--- config.mk ---
export PLATFORM = sky130hd
export DESIGN_NAME = clint_req_arbiter_flat
export DESIGN_NICKNAME = d
export VERILOG_FILES = /design/src/rtl/clint_pkg.sv /design/src/rtl/clint_req_arbiter_if.sv /design/src/rtl/rr_arbiter.sv /design/src/rtl/clint_req_arbiter.sv /design/src/flat_wrapper.sv
export SDC_FILE = /design/constraint.sdc
export NUM_CORES = 1
export LEC_CHECK = 0
export CAP_MARGIN = 10
export CORE_AREA = 3 3 215 217
export DETAILED_ROUTE_END_ITERATION = 7
export DIE_AREA = 0 0 218 220
export PLACE_DENSITY = 0.56
export SLEW_MARGIN = 20
export SYNTH_ARGS = -nofsm -noshare
export SYNTH_HDL_FRONTEND = slang
export SYNTH_SLANG_ARGS = --single-unit
--- constraint.sdc ---
create_clock -name clk -period 1.85 [get_ports clk]
set_input_delay 0.2775 -clock clk [delete_from_list [all_inputs] [get_ports clk]]
set_output_delay 0.2775 -clock clk [all_outputs]
set_load 0.02 [all_outputs]
--- src/rtl/clint_pkg.sv ---
// clint_pkg: shared FSM state type and AXI constants for the CLINT request arbiter.
// Latency: n/a (types and constants only).
// Backpressure: n/a.
package clint_pkg;

   typedef enum logic [2:0] {
      IDLE,
      WR_ADDR_DATA,
      WR_RESP,
      RD_ADDR,
      RD_DATA,
      RESP
   } clint_state_e;

   localparam logic [63:0] CLINT_BASE_DEFAULT = 64'h0200_0000;

   // Every CLINT access is a single 64-bit beat.
   localparam logic [7:0] AXI_LEN_SINGLE = 8'd0;
   localparam logic [2:0] AXI_SIZE_8B    = 3'b011;
   localparam logic [1:0] AXI_BURST_INCR = 2'b01;
   localparam logic [7:0] AXI_STRB_ALL   = 8'hFF;

   // Index width that stays legal for a single requester.
   function automatic int idx_width(input int n);
      return (n > 1) ? $clog2(n) : 1;
   endfunction

endpackage

--- src/rtl/clint_req_arbiter_if.sv ---
// clint_req_arbiter_if: single-ID AXI4 channel bundle between the CLINT arbiter (master) and the bus (slave).
// Latency: n/a (wires only).
// Backpressure: standard AXI valid/ready on every channel.
interface clint_req_arbiter_if #(
   parameter int ID_WIDTH = 4
);
   logic                aw_valid;
   logic                aw_ready;
   logic [ID_WIDTH-1:0] aw_id;
   logic [63:0]         aw_addr;
   logic [7:0]          aw_len;
   logic [2:0]          aw_size;
   logic [1:0]          aw_burst;

   logic                w_valid;
   logic                w_ready;
   logic [63:0]         w_data;
   logic [7:0]          w_strb;
   logic                w_last;

   logic                b_valid;
   logic                b_ready;
   logic [1:0]          b_resp;

   logic                ar_valid;
   logic                ar_ready;
   logic [ID_WIDTH-1:0] ar_id;
   logic [63:0]         ar_addr;
   logic [7:0]          ar_len;
   logic [2:0]          ar_size;
   logic [1:0]          ar_burst;

   logic                r_valid;
   logic                r_ready;
   logic [63:0]         r_data;
   logic [1:0]          r_resp;
   logic                r_last;

   modport master (
      output aw_valid, aw_id, aw_addr, aw_len, aw_size, aw_burst,
      output w_valid, w_data, w_strb, w_last,
      output b_ready,
      output ar_valid, ar_id, ar_addr, ar_len, ar_size, ar_burst,
      output r_ready,
      input  aw_ready, w_ready, b_valid, b_resp,
      input  ar_ready, r_valid, r_data, r_resp, r_last
   );

   modport slave (
      input  aw_valid, aw_id, aw_addr, aw_len, aw_size, aw_burst,
      input  w_valid, w_data, w_strb, w_last,
      input  b_ready,
      input  ar_valid, ar_id, ar_addr, ar_len, ar_size, ar_burst,
      input  r_ready,
      output aw_ready, w_ready, b_valid, b_resp,
      output ar_ready, r_valid, r_data, r_resp, r_last
   );
endinterface

--- src/rtl/rr_arbiter.sv ---
// rr_arbiter: combinational round-robin pick, searching upward from ptr_i and wrapping.
// Latency: 0 cycles (pure combinational).
// Backpressure: none; the caller decides whether the grant is consumed.
// Ports: req_i request vector, ptr_i first index to consider, gnt_o one-hot grant, idx_o granted index.
module rr_arbiter import clint_pkg::*; #(
   parameter int N     = 2,
   parameter int IDX_W = idx_width(N)
) (
   input  logic [N-1:0]     req_i,
   input  logic [IDX_W-1:0] ptr_i,
   output logic [N-1:0]     gnt_o,
   output logic [IDX_W-1:0] idx_o
);
   // One spare bit so ptr + i cannot overflow before the wrap.
   localparam int SW = IDX_W + 1;

   logic [SW-1:0] cand;
   logic          found;

   always_comb begin
      gnt_o = '0;
      idx_o = '0;
      found = 1'b0;
      cand  = '0;
      for (int i = 0; i < N; i++) begin
         cand = {1'b0, ptr_i} + SW'(i);
         if (cand >= SW'(N)) begin
            cand = cand - SW'(N);
         end
         if (!found && req_i[cand[IDX_W-1:0]]) begin
            found                  = 1'b1;
            gnt_o[cand[IDX_W-1:0]] = 1'b1;
            idx_o                  = cand[IDX_W-1:0];
         end
      end
   end
endmodule

--- src/rtl/clint_req_arbiter.sv ---
// clint_req_arbiter: round-robin funnel of per-core CLINT accesses onto one single-beat AXI4 master.
// Latency: grant cycle, then AW/W or AR, then B or R, then a one-cycle resp pulse (write with ready slave: resp 3 cycles after grant).
// Backpressure: one transaction in flight; other requests wait (req_ready_o low) until the FSM is back in IDLE.
// Ports: clk/ndmreset_n; per-core req_valid_i/req_ready_o/req_we_i/req_off_i/req_wdata_i;
//        resp_valid_o (per core), resp_rdata_o/resp_err_o (shared); axi master modport.
module clint_req_arbiter import clint_pkg::*; #(
   parameter int          NR_CORES   = 2,
   parameter int          ID_WIDTH   = 4,
   parameter logic [63:0] CLINT_BASE = CLINT_BASE_DEFAULT
) (
   input  logic                      clk,
   input  logic                      ndmreset_n,
   input  logic [NR_CORES-1:0]       req_valid_i,
   output logic [NR_CORES-1:0]       req_ready_o,
   input  logic [NR_CORES-1:0]       req_we_i,
   input  logic [NR_CORES-1:0][15:0] req_off_i,
   input  logic [NR_CORES-1:0][63:0] req_wdata_i,
   output logic [NR_CORES-1:0]       resp_valid_o,
   output logic [63:0]               resp_rdata_o,
   output logic                      resp_err_o,
   clint_req_arbiter_if.master       axi
);
   localparam int IDX_W = idx_width(NR_CORES);

   clint_state_e        state_q, state_d;
   logic [IDX_W-1:0]    ptr_q, ptr_d;
   logic [IDX_W-1:0]    idx_q, idx_d;
   logic [15:0]         off_q, off_d;
   logic [63:0]         wdata_q, wdata_d;
   logic [63:0]         rdata_q, rdata_d;
   logic                err_q, err_d;
   logic                aw_valid_q, aw_valid_d;
   logic                w_valid_q, w_valid_d;
   logic                ar_valid_q, ar_valid_d;
   logic                b_ready_q, b_ready_d;
   logic                r_ready_q, r_ready_d;
   logic [NR_CORES-1:0] resp_valid_q, resp_valid_d;

   logic [NR_CORES-1:0] arb_gnt;
   logic [IDX_W-1:0]    arb_idx;
   logic [63:0]         addr;

   rr_arbiter #(
      .N     (NR_CORES),
      .IDX_W (IDX_W)
   ) u_rr_arbiter (
      .req_i (req_valid_i),
      .ptr_i (ptr_q),
      .gnt_o (arb_gnt),
      .idx_o (arb_idx)
   );

   // Ready is the acceptance strobe, so it must be combinational in the grant
   // cycle; gating with the reset keeps it low while the core is held in reset.
   assign req_ready_o = (state_q == IDLE && ndmreset_n) ? arb_gnt : '0;

   assign addr = CLINT_BASE + {48'h0, off_q};

   always_comb begin
      state_d      = state_q;
      ptr_d        = ptr_q;
      idx_d        = idx_q;
      off_d        = off_q;
      wdata_d      = wdata_q;
      rdata_d      = rdata_q;
      err_d        = err_q;
      aw_valid_d   = aw_valid_q;
      w_valid_d    = w_valid_q;
      ar_valid_d   = ar_valid_q;
      b_ready_d    = b_ready_q;
      r_ready_d    = r_ready_q;
      resp_valid_d = '0;

      unique case (state_q)
         IDLE: begin
            if (|req_valid_i) begin
               idx_d   = arb_idx;
               off_d   = req_off_i[arb_idx];
               wdata_d = req_wdata_i[arb_idx];
               rdata_d = '0;
               err_d   = 1'b0;
               ptr_d   = (arb_idx == IDX_W'(NR_CORES - 1)) ? '0 : arb_idx + IDX_W'(1);
               if (req_we_i[arb_idx]) begin
                  state_d    = WR_ADDR_DATA;
                  aw_valid_d = 1'b1;
                  w_valid_d  = 1'b1;
               end else begin
                  state_d    = RD_ADDR;
                  ar_valid_d = 1'b1;
               end
            end
         end
         WR_ADDR_DATA: begin
            // AW and W retire independently; leave once neither is still pending.
            if (axi.aw_ready) aw_valid_d = 1'b0;
            if (axi.w_ready)  w_valid_d  = 1'b0;
            if ((!aw_valid_q || axi.aw_ready) && (!w_valid_q || axi.w_ready)) begin
               state_d   = WR_RESP;
               b_ready_d = 1'b1;
            end
         end
         WR_RESP: begin
            if (axi.b_valid) begin
               err_d        = (axi.b_resp != 2'b00);
               b_ready_d    = 1'b0;
               resp_valid_d = NR_CORES'(1) << idx_q;
               state_d      = RESP;
            end
         end
         RD_ADDR: begin
            if (axi.ar_ready) begin
               ar_valid_d = 1'b0;
               r_ready_d  = 1'b1;
               state_d    = RD_DATA;
            end
         end
         RD_DATA: begin
            if (axi.r_valid) begin
               rdata_d      = axi.r_data;
               // A single-beat read that is not marked last is treated as broken.
               err_d        = (axi.r_resp != 2'b00) || !axi.r_last;
               r_ready_d    = 1'b0;
               resp_valid_d = NR_CORES'(1) << idx_q;
               state_d      = RESP;
            end
         end
         RESP: begin
            state_d = IDLE;
         end
         default: begin
            state_d = IDLE;
         end
      endcase
   end

   always_ff @(posedge clk or negedge ndmreset_n) begin
      if (!ndmreset_n) begin
         state_q      <= IDLE;
         ptr_q        <= '0;
         idx_q        <= '0;
         off_q        <= '0;
         wdata_q      <= '0;
         rdata_q      <= '0;
         err_q        <= 1'b0;
         aw_valid_q   <= 1'b0;
         w_valid_q    <= 1'b0;
         ar_valid_q   <= 1'b0;
         b_ready_q    <= 1'b0;
         r_ready_q    <= 1'b0;
         resp_valid_q <= '0;
      end else begin
         state_q      <= state_d;
         ptr_q        <= ptr_d;
         idx_q        <= idx_d;
         off_q        <= off_d;
         wdata_q      <= wdata_d;
         rdata_q      <= rdata_d;
         err_q        <= err_d;
         aw_valid_q   <= aw_valid_d;
         w_valid_q    <= w_valid_d;
         ar_valid_q   <= ar_valid_d;
         b_ready_q    <= b_ready_d;
         r_ready_q    <= r_ready_d;
         resp_valid_q <= resp_valid_d;
      end
   end

   // Address/ID come from latched state, so they hold steady under backpressure.
   assign axi.aw_valid = aw_valid_q;
   assign axi.aw_id    = ID_WIDTH'(idx_q);
   assign axi.aw_addr  = addr;
   assign axi.aw_len   = AXI_LEN_SINGLE;
   assign axi.aw_size  = AXI_SIZE_8B;
   assign axi.aw_burst = AXI_BURST_INCR;
   assign axi.w_valid  = w_valid_q;
   assign axi.w_data   = wdata_q;
   assign axi.w_strb   = AXI_STRB_ALL;
   assign axi.w_last   = 1'b1;
   assign axi.b_ready  = b_ready_q;
   assign axi.ar_valid = ar_valid_q;
   assign axi.ar_id    = ID_WIDTH'(idx_q);
   assign axi.ar_addr  = addr;
   assign axi.ar_len   = AXI_LEN_SINGLE;
   assign axi.ar_size  = AXI_SIZE_8B;
   assign axi.ar_burst = AXI_BURST_INCR;
   assign axi.r_ready  = r_ready_q;

   assign resp_valid_o = resp_valid_q;
   assign resp_rdata_o = rdata_q;
   assign resp_err_o   = err_q;
endmodule

--- src/flat_wrapper.sv ---
// flat-port wrapper written by rule: the top's interface ports become plain ports
module clint_req_arbiter_flat import clint_pkg::*;
#(
   parameter int          NR_CORES   = 2,
   parameter int          ID_WIDTH   = 4,
   parameter logic [63:0] CLINT_BASE = CLINT_BASE_DEFAULT
)
  (clk, ndmreset_n, req_valid_i, req_ready_o, req_we_i, req_off_i, req_wdata_i, resp_valid_o, resp_rdata_o, resp_err_o, axi_aw_valid, axi_aw_id, axi_aw_addr, axi_aw_len, axi_aw_size, axi_aw_burst, axi_w_valid, axi_w_data, axi_w_strb, axi_w_last, axi_b_ready, axi_ar_valid, axi_ar_id, axi_ar_addr, axi_ar_len, axi_ar_size, axi_ar_burst, axi_r_ready, axi_aw_ready, axi_w_ready, axi_b_valid, axi_b_resp, axi_ar_ready, axi_r_valid, axi_r_data, axi_r_resp, axi_r_last);
  clint_req_arbiter_if #(.ID_WIDTH(ID_WIDTH)) axi_i ();
  input  logic clk;
  input  logic ndmreset_n;
  input  logic [NR_CORES-1:0] req_valid_i;
  output logic [NR_CORES-1:0] req_ready_o;
  input  logic [NR_CORES-1:0] req_we_i;
  input  logic [NR_CORES-1:0][15:0] req_off_i;
  input  logic [NR_CORES-1:0][63:0] req_wdata_i;
  output logic [NR_CORES-1:0] resp_valid_o;
  output logic [63:0] resp_rdata_o;
  output logic resp_err_o;
  output wire logic [$bits(axi_i.aw_valid)-1:0] axi_aw_valid;
  output wire logic [$bits(axi_i.aw_id)-1:0] axi_aw_id;
  output wire logic [$bits(axi_i.aw_addr)-1:0] axi_aw_addr;
  output wire logic [$bits(axi_i.aw_len)-1:0] axi_aw_len;
  output wire logic [$bits(axi_i.aw_size)-1:0] axi_aw_size;
  output wire logic [$bits(axi_i.aw_burst)-1:0] axi_aw_burst;
  output wire logic [$bits(axi_i.w_valid)-1:0] axi_w_valid;
  output wire logic [$bits(axi_i.w_data)-1:0] axi_w_data;
  output wire logic [$bits(axi_i.w_strb)-1:0] axi_w_strb;
  output wire logic [$bits(axi_i.w_last)-1:0] axi_w_last;
  output wire logic [$bits(axi_i.b_ready)-1:0] axi_b_ready;
  output wire logic [$bits(axi_i.ar_valid)-1:0] axi_ar_valid;
  output wire logic [$bits(axi_i.ar_id)-1:0] axi_ar_id;
  output wire logic [$bits(axi_i.ar_addr)-1:0] axi_ar_addr;
  output wire logic [$bits(axi_i.ar_len)-1:0] axi_ar_len;
  output wire logic [$bits(axi_i.ar_size)-1:0] axi_ar_size;
  output wire logic [$bits(axi_i.ar_burst)-1:0] axi_ar_burst;
  output wire logic [$bits(axi_i.r_ready)-1:0] axi_r_ready;
  input wire logic [$bits(axi_i.aw_ready)-1:0] axi_aw_ready;
  input wire logic [$bits(axi_i.w_ready)-1:0] axi_w_ready;
  input wire logic [$bits(axi_i.b_valid)-1:0] axi_b_valid;
  input wire logic [$bits(axi_i.b_resp)-1:0] axi_b_resp;
  input wire logic [$bits(axi_i.ar_ready)-1:0] axi_ar_ready;
  input wire logic [$bits(axi_i.r_valid)-1:0] axi_r_valid;
  input wire logic [$bits(axi_i.r_data)-1:0] axi_r_data;
  input wire logic [$bits(axi_i.r_resp)-1:0] axi_r_resp;
  input wire logic [$bits(axi_i.r_last)-1:0] axi_r_last;
  assign axi_aw_valid = axi_i.aw_valid;
  assign axi_aw_id = axi_i.aw_id;
  assign axi_aw_addr = axi_i.aw_addr;
  assign axi_aw_len = axi_i.aw_len;
  assign axi_aw_size = axi_i.aw_size;
  assign axi_aw_burst = axi_i.aw_burst;
  assign axi_w_valid = axi_i.w_valid;
  assign axi_w_data = axi_i.w_data;
  assign axi_w_strb = axi_i.w_strb;
  assign axi_w_last = axi_i.w_last;
  assign axi_b_ready = axi_i.b_ready;
  assign axi_ar_valid = axi_i.ar_valid;
  assign axi_ar_id = axi_i.ar_id;
  assign axi_ar_addr = axi_i.ar_addr;
  assign axi_ar_len = axi_i.ar_len;
  assign axi_ar_size = axi_i.ar_size;
  assign axi_ar_burst = axi_i.ar_burst;
  assign axi_r_ready = axi_i.r_ready;
  assign axi_i.aw_ready = axi_aw_ready;
  assign axi_i.w_ready = axi_w_ready;
  assign axi_i.b_valid = axi_b_valid;
  assign axi_i.b_resp = axi_b_resp;
  assign axi_i.ar_ready = axi_ar_ready;
  assign axi_i.r_valid = axi_r_valid;
  assign axi_i.r_data = axi_r_data;
  assign axi_i.r_resp = axi_r_resp;
  assign axi_i.r_last = axi_r_last;
  clint_req_arbiter #(.NR_CORES(NR_CORES), .ID_WIDTH(ID_WIDTH), .CLINT_BASE(CLINT_BASE)) u_core (.clk(clk), .ndmreset_n(ndmreset_n), .req_valid_i(req_valid_i), .req_ready_o(req_ready_o), .req_we_i(req_we_i), .req_off_i(req_off_i), .req_wdata_i(req_wdata_i), .resp_valid_o(resp_valid_o), .resp_rdata_o(resp_rdata_o), .resp_err_o(resp_err_o), .axi(axi_i));
endmodule
==> summary.md <==
| Metric | Value |
|---|---|
| Status | `finished with violations` |
| Violated checks | `negative setup slack` |
| Pwr per Cell Area | `about 1600 nW/um^2` |
| Share of total power in sequential cells | `around 29%` |
| Drt drc | `0` |
| Die Area | `48000 sq um` |
| Worst Setup Start Kind | `flop` |
| Final GP Congestion | `approximately 0.73` |
| Seq/Total Area, Yosys | `50.0%` |
| Largest net degree at the start of global routing | `roughly 100` |
| Power share of the combinational group | `51.4%` |
| Distinct cells, synth | `33` |
| First-pass GRT wire length | `between 40000 and 50000 um` |
| Final worst slack | `-0.179 ns` |
| RSZ-0062 raised after global routing | `true` |
| Io pins | `approximately 550` |
| Clock Sinks | `approximately 160` |
| Crit path required time | `1.57 ns` |
| Max_cap viols | `0` |
| VDD IR-drop max | `694 uV` |
| Die Wd | `~220 um` |
| Area after DPL | `roughly 12000 sq um` |
| Core Box Area | `about 44000 sq um` |
| P_sw | `between 0.008 and 0.009 W` |
| Routed Wire Length | `~30000 um` |
| Total power | `between 0.02 and 0.025 W` |
| Worst Hold Class | `primary input to flop` |
| Fmax | `around 0.49 GHz` |
| Tcrit/Tclk final | `110%` |
| TritonCTS Buffers | `17` |
| Initial antenna violation count | `1` |
| Placed Cells | `1835` |
| Vias in the first global route | `around 7100` |
| Post-synthesis cell count | `around 870` |
| Layout fillers | `around 4700` |
| Crit Path Category | `flop to output port` |
| Gr ovfl total | `0` |
| CTS Buffer Depth | `2` |
| Number of cell rows | `77` |
| Fin. max-slew vios | `0` |
| Int Pwr | `0.0122 W` |
| DRT iter0 DRCs | `roughly 330` |
| Ant diodes | `0` |
| Relative slew margins | `between 60% and 70%` |
| Net count, final | `about 1500` |
| Leak | `6.07 nW` |
| Slew @ Worst Pin | `roughly 0.57 ns` |
| Pre-CTS setup slack | `-0.484 ns` |
| Cell Area, Synth | `7850 sq um` |
| Antenna-violating nets left | `0` |
| #FFs+latches synth | `~160` |
| FFs w/ async S/R, synth | `100%` |
| Clock power frac | `a little under 20%` |
| CTS tree | `built` |
| First-pass DRT Iterations | `4` |
| Post-route cell area | `12800 sq um` |
| Die H | `between 200 and 250 um` |
| Final std cells w/o fill | `about 1900` |
| H-tree levels | `4` |
| Root buf cell | `clkbuf_16` |
| # setup viols final | `2` |
| Reg clk slew, reported paths | `about 0.070 ns` |
| Share of cells above drive strength 1 | `roughly 6.3%` |
| Total GRT Usage | `a little under an eighth` |
| WL per Instance | `15.8 um` |
| Number of enable flip-flop cells after synthesis | `0` |
| Clk_skew | `0.00868 ns` |
| Hold_ws | `approximately 0.32 ns` |
| Most frequent cells in the layout | `clkdlybuf4s50_1, nand2_1, dfrtp_1` |
| Worst Path Arrival | `about 1.8 ns` |
| Most common cell after layout, fill and taps aside | `clkdlybuf4s50_1` |
| Post-route minimum period | `around 2 ns` |
| Via count | `between 7000 and 8000` |
| Synth-to-layout area growth | `63.4%` |
| DP Wirelength | `approximately 22000 um` |
| Sw Share | `about two fifths` |
| Final hold vios | `0` |
| Clk_lat worst skew | `approximately 0.48 ns` |
| I/O Buffers | `about 410` |
| Crit. End Element | `output port` |
| Initial Utilization | `17.7%` |
| Yosys synthesis warning count | `0` |
| Via density | `around 3.8` |
| Synthesized area per cell | `9.01 sq um` |
| Worst R2R Setup Slack | `between 0.1 and 0.15 ns` |
| Crit path max fanout | `2` |
| Dominant synthesized flop cell | `dfrtp_1` |
-- Yosys cell counts, types with 5 or more instances --
master   instances  share of area (%)
nand2_1        296                 14
a22oi_1         81                7.7
inv_1            7               0.33
o21ai_0         12               0.76
buf_2           31                2.0
nor2b_1          5               0.40
buf_4          163                 16
nor2_1           6               0.29
dfrtp_1        157                 50
nand3_1         66                4.2
buf_6            8                1.1
a21oi_1          5               0.32
-- routing by layer --
| metal | track usage, % | vias to the layer above | routed length [um] |
|---|---|---|---|
| met3 | 4.77 | 25 | 2620 |
| met1 | 13.4 | 3443 | 11500 |
| met2 | 19.7 | 329 | 15000 |
| met4 | 4.22 | 0 | 468 |
| li1 | - | 3367 | - |
| met5 | 0 | - | 0 |
-- power by group through the flow --
stage | clock (W) | combinational [W] | sequential (W)
3_5_place_dp | 0 | 0.0107 | 0.00604
3_3_place_gp | 0 | 0.0106 | 0.00600
6_report | 0.00404 | 0.0106 | 0.00598
2_1_floorplan | 0 | 0.00399 | 0.00778
4_1_cts | 0.00420 | 0.0107 | 0.00600
5_1_grt | 0.00433 | 0.0115 | 0.00620
-- worst paths after layout --
path	start	endpoint	cells past startpoint
hold reg to reg	u_core.resp_rdata_o[27]	u_core.resp_rdata_o[27]	2
hold / removal	req_off_i[18]	u_core.off_q[2]	3
min in group asynchronous	ndmreset_n	u_core.axi.w_valid	4
max in group asynchronous	ndmreset_n	u_core.off_q[0]	4
setup reg to reg	u_core.state_q[0]	u_core.off_q[0]	7
setup / recovery	u_core.state_q[0]	req_ready_o[1]	5
-- layout make-up --
type | instances | area (sq um) | share of cell area, %
Timing Repair Buffer | 446 | 4510 | 35.2
Sequential cell | 157 | 3930 | 30.6
Multi-Input combinational cell | 637 | 2960 | 23.1
Inverter | 7 | 26.3 | 0.205
Clock inverter | 14 | 215 | 1.68
Tap cell | 592 | 741 | 5.77
Clock buffer | 18 | 439 | 3.42
-- critical path, cell delays in order (launching register included) --
cell	delay, ns
dfrtp_1	0.42
nor3_4	0.23
buf_6	0.12
nor3b_4	0.18
and2_4	0.20
buf_12	0.12
-- kinds of logic after synthesis --
group           share of synthesized area (%)
simple gates                             20.6
buf+inv                                  19.2
flops                                    50.0
compound gates                           9.93
other cells                            0.0956
mux                                     0.143
-- flip-flops by register name (all words and copies together) (netlist names) --
register and flops:
u_core.idx_q 1, u_core.state_q 3, u_core.resp_rdata_o 64, u_core.axi.r_ready 1, u_core.axi.b_ready 1, u_core.resp_err_o 1
u_core.axi.aw_valid 1, u_core.axi.w_valid 1, u_core.resp_valid_o 2, u_core.ptr_q 1, u_core.axi.w_data 64, u_core.axi.ar_valid 1
u_core.off_q 16
-- what timing repair did --
action	4_1_cts	5_1_grt
endpoints found under the hold margin	60	0
buffers inserted	2	0
pin swaps	3	0
hold buffers	1	0
gates resized for setup	26	11
cloned	0	1
endpoints found under the setup margin	16	77
-- per-stage QoR --
stage          utilization [%]  TNS (ns)
2_1_floorplan                -         0
3_3_place_gp              27.3    -10.50
3_5_place_dp              27.3    -14.80
4_1_cts                   28.8    -0.480
5_1_grt                   28.9    -0.498
6_report                  28.9    -0.294
Power figures use the tool's default switching activity.
